## src/rtl/mc14433_digit_scan.sv

```systemverilog
// mc14433_digit_scan
// Output stage of the MC14433 model: holds the 3 1/2-digit BCD result of the
// conversion counter and scans it onto a 4-bit BCD bus with one-hot digit
// strobes (DS1 = MSD ... DS4 = LSD) and an active-low overrange flag.
module mc14433_digit_scan #(
  parameter int SCAN_DIV = 16,  // CP cycles per digit slot, blanking included
  parameter int BLANK    = 2    // blanking cycles at the start of each slot
) (
  input  logic       CP,
  input  logic       R,
  input  logic       EOC,
  input  logic       DU,
  input  logic [3:0] CNT_U,
  input  logic [3:0] CNT_T,
  input  logic [3:0] CNT_H,
  input  logic       CNT_K,
  input  logic       CNT_OVF,
  input  logic       POL,
  output logic [3:0] DS,
  output logic [3:0] Q,
  output logic       OR_N
);

  localparam int PW = (SCAN_DIV > 2) ? $clog2(SCAN_DIV) : 1;
  localparam logic [PW-1:0] LAST    = PW'(SCAN_DIV - 1);
  localparam logic [PW-1:0] BLANK_P = PW'(BLANK);

  // Digit index doubles as the scan state; order matches the strobe order.
  typedef enum logic [1:0] {
    DIG_1 = 2'd0,
    DIG_2 = 2'd1,
    DIG_3 = 2'd2,
    DIG_4 = 2'd3
  } digit_e;

  // Result latch.
  logic [3:0] lat_u;
  logic [3:0] lat_t;
  logic [3:0] lat_h;
  logic       lat_k;
  logic       lat_ovf;
  logic       lat_pol;

  // Scan state.
  logic [PW-1:0] phase;
  digit_e        digit;

  // Strobe pattern and bus data for the current digit.
  logic [3:0] strobe;
  logic [3:0] slot_data;

  // Capture the counter result at end of conversion when updates are enabled.
  // NOTE: the reset is synchronous, so it is just the highest-priority branch
  // of the clocked block; an EOC coinciding with R is therefore ignored.
  always_ff @(posedge CP) begin
    if (R) begin
      lat_u   <= '0;
      lat_t   <= '0;
      lat_h   <= '0;
      lat_k   <= 1'b0;
      lat_ovf <= 1'b0;
      lat_pol <= 1'b0;
      OR_N    <= 1'b1;
    end else if (EOC && DU) begin
      // NOTE: non-blocking assignments keep every register sampling the
      // pre-edge values, independent of statement order.
      lat_u   <= CNT_U;
      lat_t   <= CNT_T;
      lat_h   <= CNT_H;
      lat_k   <= CNT_K;
      lat_ovf <= CNT_OVF;
      lat_pol <= POL;
      OR_N    <= ~CNT_OVF;
    end
  end

  // Decode the current digit into its strobe and its bus content.
  always_comb begin
    // NOTE: defaults first so every path assigns both outputs and no latch
    // is inferred.
    strobe    = 4'b0000;
    slot_data = 4'b0000;
    unique case (digit)
      DIG_1: begin
        strobe    = 4'b0001;
        slot_data = {lat_k, lat_pol, 1'b0, lat_ovf};
      end
      DIG_2: begin
        strobe    = 4'b0010;
        slot_data = lat_h;
      end
      DIG_3: begin
        strobe    = 4'b0100;
        slot_data = lat_t;
      end
      DIG_4: begin
        strobe    = 4'b1000;
        slot_data = lat_u;
      end
    endcase
  end

  // Scan FSM: phase counter, digit advance on wrap, registered DS and Q.
  // DS goes active (and Q loads) on the edge that leaves phase BLANK and
  // drops on the edge that leaves phase 0; with BLANK=0 the load wins, so
  // the strobe moves straight to the next digit without a gap.
  always_ff @(posedge CP) begin
    if (R) begin
      phase <= '0;
      digit <= DIG_1;
      DS    <= 4'b0000;
      Q     <= 4'b0000;
    end else begin
      if (phase == LAST) begin
        phase <= '0;
        digit <= digit_e'(digit + 2'd1);
      end else begin
        phase <= phase + PW'(1);
      end

      if (phase == BLANK_P) begin
        DS <= strobe;
        Q  <= slot_data;
      end else if (phase == '0) begin
        DS <= 4'b0000;
      end
    end
  end

endmodule

```

## config.mk

```make
export PLATFORM = sky130hd
export DESIGN_NAME = mc14433_digit_scan
export DESIGN_NICKNAME = d
export VERILOG_FILES = /design/src/rtl/mc14433_digit_scan.sv
export SDC_FILE = /design/constraint.sdc
export NUM_CORES = 1
export LEC_CHECK = 0
export BUFFER_PORTS_ARGS = -buffer_cell sky130_fd_sc_hd__buf_2
export CAP_MARGIN = 20
export CORE_MARGIN = 3
export CORE_UTILIZATION = 44
export DETAILED_ROUTE_END_ITERATION = 7
export PLACE_DENSITY_LB_ADDON = 0.2
export SLEW_MARGIN = 20
export SYNTH_ARGS = -nofsm -noshare
export SYNTH_HDL_FRONTEND = slang
export SYNTH_SLANG_ARGS = --single-unit
```

## constraint.sdc

```tcl
create_clock -name CP -period 4.6 [get_ports CP]
set_input_delay 0.23 -clock CP [delete_from_list [all_inputs] [get_ports CP]]
set_output_delay 0.23 -clock CP [all_outputs]
set_load 0.005 [all_outputs]
```

* After elaboration in Yosys (flattened, before gate mapping)
Index checks and enable logic that the tools add are counted.
Storage, ports and cells: flip-flop bits (word level) 30, latch bits 0, bits in writable memories 0, memory bits (read-only) 0, output and inout bits 9, memories 0
Cells by class: $add $sub $neg 2, $mul 0, div/mod/pow operators 0, order comparisons 0, equality and inequality tests 5, shift-type cells 0, mux-type cells 4, bitwise gates (word level) 1, reduce and logical (&&, ||, !) cells 5
Operators with widths (number):
- 4-bit case mux with 4 select lines | 2
- 4-bit two-way mux | 2
- 4-bit by 1-bit adder with 4-bit output, second input constant | 1
- 2-bit == test, second input constant | 2
- 4-bit by 2-bit == test with 1-bit output, second input constant | 1
- 4-bit == test, second input constant | 1
- 4-bit logical NOT | 1
- 2-bit by 1-bit adder with 2-bit output, second input constant | 1
- 2-bit by 1-bit == test with 1-bit output, second input constant | 1
- 2-bit logical NOT | 1
- 2-bit nonzero test | 1
- 2-bit OR reduction | 1
- 1-bit logical AND | 1
- 1-bit NOT | 1

* Longest topological paths before layout
Gate-level depths: netlist (run 1).
depth after elaboration 3, mapped depth 6

* Least setup slack after synthesis (run 1)
Ideal clock, no wire load.
path type register -> register, from register phase[0], to register Q[1], library setup time 0.067 ns, data arrival time 1.491 ns, data required time 4.533 ns, setup slack 3.042 ns, stages on the path, launching flop included 7, path buffers 1, clock period less this slack 1.558 ns, cells stage by stage dfxtp_1 -> inv_1 -> ha_1 -> or3b_1 -> buf_2 -> or3_1 -> a21oi_2
On the way: word-level cells in the longest chain between the ends 1
RTL lines:
- start: declaration | line 45 | logic [PW-1:0] phase;
- start signal: assignment | line 118 | phase <= phase + PW'(1);
- 4-bit by 2-bit == test with 1-bit output | line 121 | if (phase == BLANK_P) begin
- end signal: assignment | line 123 | Q <= slot_data;
- end: declaration | line 20 | output logic [3:0] Q,
Every way passes these cells. A chain may end at the register's enable or synchronous reset.

* Worst setup path in the final report (run 1)
Ends and elaborated chain as after synthesis.

==> results.toml, run 1 <==
[synthesis]
yosys_warnings = 0
synth_edf_count = 0
synthArstFlopShare_pct = 0
yosysTopAreaCell = "dfxtp_1"
synth_seq_area_share_pct = 48.1
syn_area_per_cell_um2 = 8.26
syn_inst = 151
synth_flop_cell = "dfxtp_1"
synthDistinctLibCells = 25
synth_area_leaders = "dfxtp_1 48%, nand2_1 12%, a21oi_1 11%"
syn_area_um2 = 1250
synth-seq-cells = 30
synth_top_area_share_pct = 48.1
synth_fp_nets = 177

[layout]
drive_above_1_share_pct = 20.3
stdcell_area_um2 = 1450
nNetsFinal = 202
area_growth_pct = 15.8
fill_cells = 245
insertedDiodeCount = 0
final_common_cell = "nand2_1"
final_cell_mix = "39 x nand2_1, 30 x dfxtp_1, 27 x a21oi_1, 27 x buf_2, 8 x inv_1"

[sta]
relSlewSlack_pct = 64.9
setup_tns_ns = 0
period_share_pct = 36.6
layout_setup_ws_ns = 2.92
tightest_slew_ns = 0.525
grt_setup_unrepaired = "false"
fin_crit_ns = 1.68
finClkSkew_ns = 0.0127
max_freq_mhz = 595
setup_violations = 0
drv_slew = 0
hold_viol = 0

[clocking]
clock_latency_ns = 0.33
cts.sinks = 30
clockBufferDepth = 2
ctsHoldBuffers = 0
cts_tree = "built"
clock_tree.root_cell = "clkbuf_4"
cts_setup_buffers = 0
path_clk_slew_ns = 0.10
cts_inserted_buffers = 5
cts-resized-gates = 0
htreeDepth = 2

[outcome]
status = "finished clean"

[power_and_ir_drop]
finalPower_mw = 0.476
p_per_area_nw_per_um2 = 329
ir_worst_vdd_mv = 0.242
power.leakage_nw = 0.586

[flow_run]
max-cap-violations = 0

[critical_path]
critPathKind = "reg -> reg"
crit_fanout = 8
crit_cells = 5
crit_required_ns = 4.87
reg2reg_depth = 5
crit_buf_inv = 1
path_cells = "inv_1 -> ha_1 -> or3b_1 -> or3_1 -> a21oi_2"
cp-start-kind = "flop"
crit_path_end_kind = "flop"
cpLargestDelayFamily = "simple AND/OR/NAND/NOR gates"
slowest_stage = "or3b_1"
max_stage_delay_ns = 0.49
worstPathArrival_ns = 1.95

[global_routing]
antenna_found_initial = 0
grt_pass1_vias = 1001
grt_pass1_wl_um = 4160
grt_max_degree = 31
globalRouteTotalUtil_pct = 16.0
grt_overflow_total = 0

[place]
placed_area_um2 = 1390
numPortBuffers = 27
dpl.hpwl_um = 1800
dp_slack_ns = 2.94
gp_congestion = 0.690

[routing]
viasPerCell = 5.18
firstDrtPassIters = 4
drt-total-wl_um = 2480
ant_nets = 0
drc_errors = 0
via_count = 1072
wire_per_inst_um = 12.0
drtIter0Drc = 55

[floorplanning]
start_util_pct = 48.2
fp.dieH_um = 59.2
die-area_um2 = 3510
coreArea_um2 = 2590
io_pins = 28
row_count = 18
die_w_um = 59.2

[worst_hold_path]
hold_path_depth = 3
hp-class = "in -> reg"
## per-stage QoR
| step | util [%] | std cells | hold WS, ns |
|---|---|---|---|
| 2_1_floorplan | - | 151 | 0.366 |
| 3_3_place_gp | 53.5 | 199 | 0.443 |
| 3_5_place_dp | 53.5 | 199 | 0.446 |
| 4_1_cts | 55.8 | 207 | 0.118 |
| 5_1_grt | 55.8 | 207 | 0.130 |
| 6_report | 55.8 | 207 | 0.125 |
## final timing paths
path	to	startpoint	slack, ns
worst min register to register	Q[3]	Q[3]	0.46
worst min-delay path	lat_t[3]	CNT_T[3]	0.12
worst max-delay path	Q[1]	phase[0]	2.92
worst max register to register	Q[1]	phase[0]	2.92
## state kept, by name, summed over array words and instances, names as in the netlist
register / flops
OR_N: 1
lat_h: 4
lat_t: 4
lat_k: 1
digit: 2
lat_ovf: 1
lat_u: 4
phase: 4
lat_pol: 1
DS: 4
Q: 4
## logic make-up (layout without fill, tap and decap cells)
kind of cell / count (synthesis) / in the layout / synth area share (%)
compound gates: 41 / 41 / 19.3
xor+xnor: 2 / 2 / 1.40
fa+ha+maj: 7 / 7 / 7.02
buf+inv: 17 / 43 / 5.22
flops: 30 / 30 / 48.1
mux: 1 / 1 / 0.802
simple gates: 53 / 53 / 18.2
## layout make-up
class | instances | area [um2] | area share, %
Sequential cell | 30 | 601 | 41.6
Timing Repair Buffer | 27 | 135 | 9.35
Clock buffer | 7 | 55.1 | 3.81
Clock inverter | 1 | 5.00 | 0.346
Inverter | 8 | 30.0 | 2.08
Multi-Input combinational cell | 104 | 582 | 40.3
Tap cell | 30 | 37.5 | 2.60
## power breakdown
group	leakage (nW)	switching, mW	internal, mW	total [mW]
combinational	0.306	0.0227	0.0170	0.0397
clock	0.0353	0.0862	0.0740	0.160
sequential	0.244	0.00660	0.269	0.276
total	0.586	0.115	0.360	0.476
## cells in the mapped netlist (all sizes together), types with 2 or more instances
cell    instances
a221o           3
nor2            5
clkbuf          7
dfxtp          30
a21oi          28
xnor2           2
nand2          39
o21ai           5
a22oi           3
ha              7
inv             8
buf             2
nor3b           2
## tightest hold or removal path: cells and delay by family
family          cells  cell delay (ns)
buf+inv             1             0.09
compound gates      1             0.05
simple gates        1             0.04
## layer usage
metal	vias to the layer above	track usage [%]	part of all wire, %
met4	0	6.80	1.8
met2	28	26.1	44
li1	557	-	-
met1	483	18.7	48
met5	-	0	0
met3	4	5.88	6.5
(Power assumes the default switching activity.)
==> inputs of run 2 (changes only) <==
Clock period 4.6 ns to 1.4 ns, I/O delays scaled along.
==> run 2 against run 1 <==
Net effect:
- the run now ends with negative setup slack left
- sequential cell count did not move
- critical endpoint unchanged
- maximum frequency rose by 18%
- count of clock-buffer cells in the layout unchanged
- clock skew up 0.0021 ns
- core utilization increased by 10 points
- combinational power grew to 5.1 times the previous value
==> results.toml, run 2 (synthesis results as in run 1) <==
[layout]
drive_above_1_share_pct = 28.6
fill_cells = 222
nNetsFinal = 228
stdcell_area_um2 = 1720
insertedDiodeCount = 0
final_cell_mix = "39 x nand2_1, 27 x dfxtp_1, 27 x buf_2"
final_common_cell = "nand2_1"
area_growth_pct = 37.5

[critical_path]
cp-start-kind = "flop"
crit_required_ns = 1.67
worstPathArrival_ns = 1.70
slowest_stage = "or3b_4"
path_cells = "inv_2 -> ha_4 -> or3b_4 -> or3_1 -> a21oi_2"
crit_path_end_kind = "flop"
r2r_start = "phase[0]"
r2r_end = "Q[1]"
max_stage_delay_ns = 0.40
r2r_slack_ns = -0.03
crit_fanout = 5
reg2reg_depth = 5
critPathKind = "reg -> reg"

[power_and_ir_drop]
power.leakage_nw = 0.707
p_switching_mw = 0.405
p_clk_share_pct = 32.6
internal_power_mw = 1.24
swShare_pct = 24.7
p_comb_share_pct = 12.2
ir_worst_vdd_mv = 0.766
p_seq_share_pct = 55.2
p_per_area_nw_per_um2 = 957

[floorplanning]
row_count = 18
start_util_pct = 48.2
die_w_um = 59.2
coreArea_um2 = 2590
io_pins = 28
fp.dieH_um = 59.2
die-area_um2 = 3510

[clocking]
cts.sinks = 30
clock_latency_ns = 0.34
path_clk_slew_ns = 0.09
clockBufferDepth = 2
clock_tree.root_cell = "clkbuf_4"
cts_inserted_buffers = 5
htreeDepth = 2
cts_tree = "built"

[worst_hold_path]
hp-start = "R"
worstHoldEndpoint = "phase[2]"
hp-class = "in -> reg"
hold_path_depth = 2

[sta]
hold_viol = 0
layout_setup_ws_ns = -0.0275
max_freq_mhz = 701
drv_slew = 0
tightest_slew_ns = 0.537
finClkSkew_ns = 0.0149
setup_violations = 1
setup_tns_ns = -0.0275
fin_crit_ns = 1.43
grt_setup_unrepaired = "true"
relSlewSlack_pct = 64.2
period_share_pct = 102

[place]
numPortBuffers = 27
placed_area_um2 = 1480
dp_slack_ns = -0.0587
gp_congestion = 0.703
dpl.hpwl_um = 1950

[global_routing]
grt_overflow_total = 0
grt_max_degree = 31
grt_pass1_vias = 1130
globalRouteTotalUtil_pct = 18.6
antenna_found_initial = 0
grt_pass1_wl_um = 4750

[outcome]
violations = "negative setup slack"
status = "finished, violations left"

[routing]
wire_per_inst_um = 12.4
drt-total-wl_um = 2890
firstDrtPassIters = 5
ant_nets = 0
drtIter0Drc = 46
viasPerCell = 5.04
drc_errors = 0
via_count = 1174

[flow_run]
max-cap-violations = 0
[run 2: metal layers]
metal / part of all wire [%] / global-route usage (%)
met5: 0 / 0
met4: 0.73 / 7.77
met3: 6.1 / 8.50
met2: 48 / 30.9
met1: 45 / 20.3
[run 2: cell type report]
class | instances | area (um2) | area share, %
multi-input combinational | 104 | 616 | 35.9
sequential | 30 | 604 | 35.2
timing repair buffer | 53 | 368 | 21.4
clock buffer | 7 | 55.1 | 3.21
tap | 30 | 37.5 | 2.19
inverter | 8 | 30.0 | 1.75
clock inverter | 1 | 5.00 | 0.292
[run 2: power groups by stage]
stage / logic (mW) / clock network [mW] / registers, mW
after global routing: 0.224 / 0.596 / 0.910
after global placement: 0.156 / 0 / 0.924
after detailed placement: 0.162 / 0 / 0.925
final: 0.201 / 0.535 / 0.905
after CTS: 0.196 / 0.548 / 0.906
after floorplan: 0.0934 / 0 / 0.925
[run 2: per-stage QoR]
| stage | util [%] | total power [mW] | hold slack, ns | cells |
|---|---|---|---|---|
| global route | 66.2 | 1.73 | 0.202 | 233 |
| floorplan | - | 1.02 | 0.206 | 151 |
| finish | 66.2 | 1.64 | 0.193 | 233 |
| detailed placement | 57.2 | 1.09 | 0.317 | 210 |
| global placement | 57.2 | 1.08 | 0.310 | 210 |
| CTS | 65.5 | 1.65 | 0.182 | 233 |
[run 2: worst max-delay path: cells and delay by family (launching register included)]
kind            cells  cell delay [ns]
simple gates        2             0.73
fa+ha+maj           1             0.13
compound gates      1             0.11
flops               1             0.33
buf+inv             1             0.07
[run 2: what timing repair did]
action	CTS	global route
hold buffers	15	0
buffers inserted	0	0
hold endpoints to repair	15	0
endpoints found under the setup margin	4	7
gates resized for setup	1	7
[run 2: how the worst max path moves through the flow]
| stage | slack, ns | to | from |
|---|---|---|---|
| after floorplan | -0.08 | Q[1] | phase[0] |
| after global placement | -0.02 | Q[1] | phase[0] |
| after detailed placement | -0.06 | Q[1] | phase[0] |
| after CTS | -0.03 | Q[1] | phase[0] |
| after global routing | -0.07 | Q[1] | phase[0] |
| final | -0.03 | Q[1] | phase[0] |
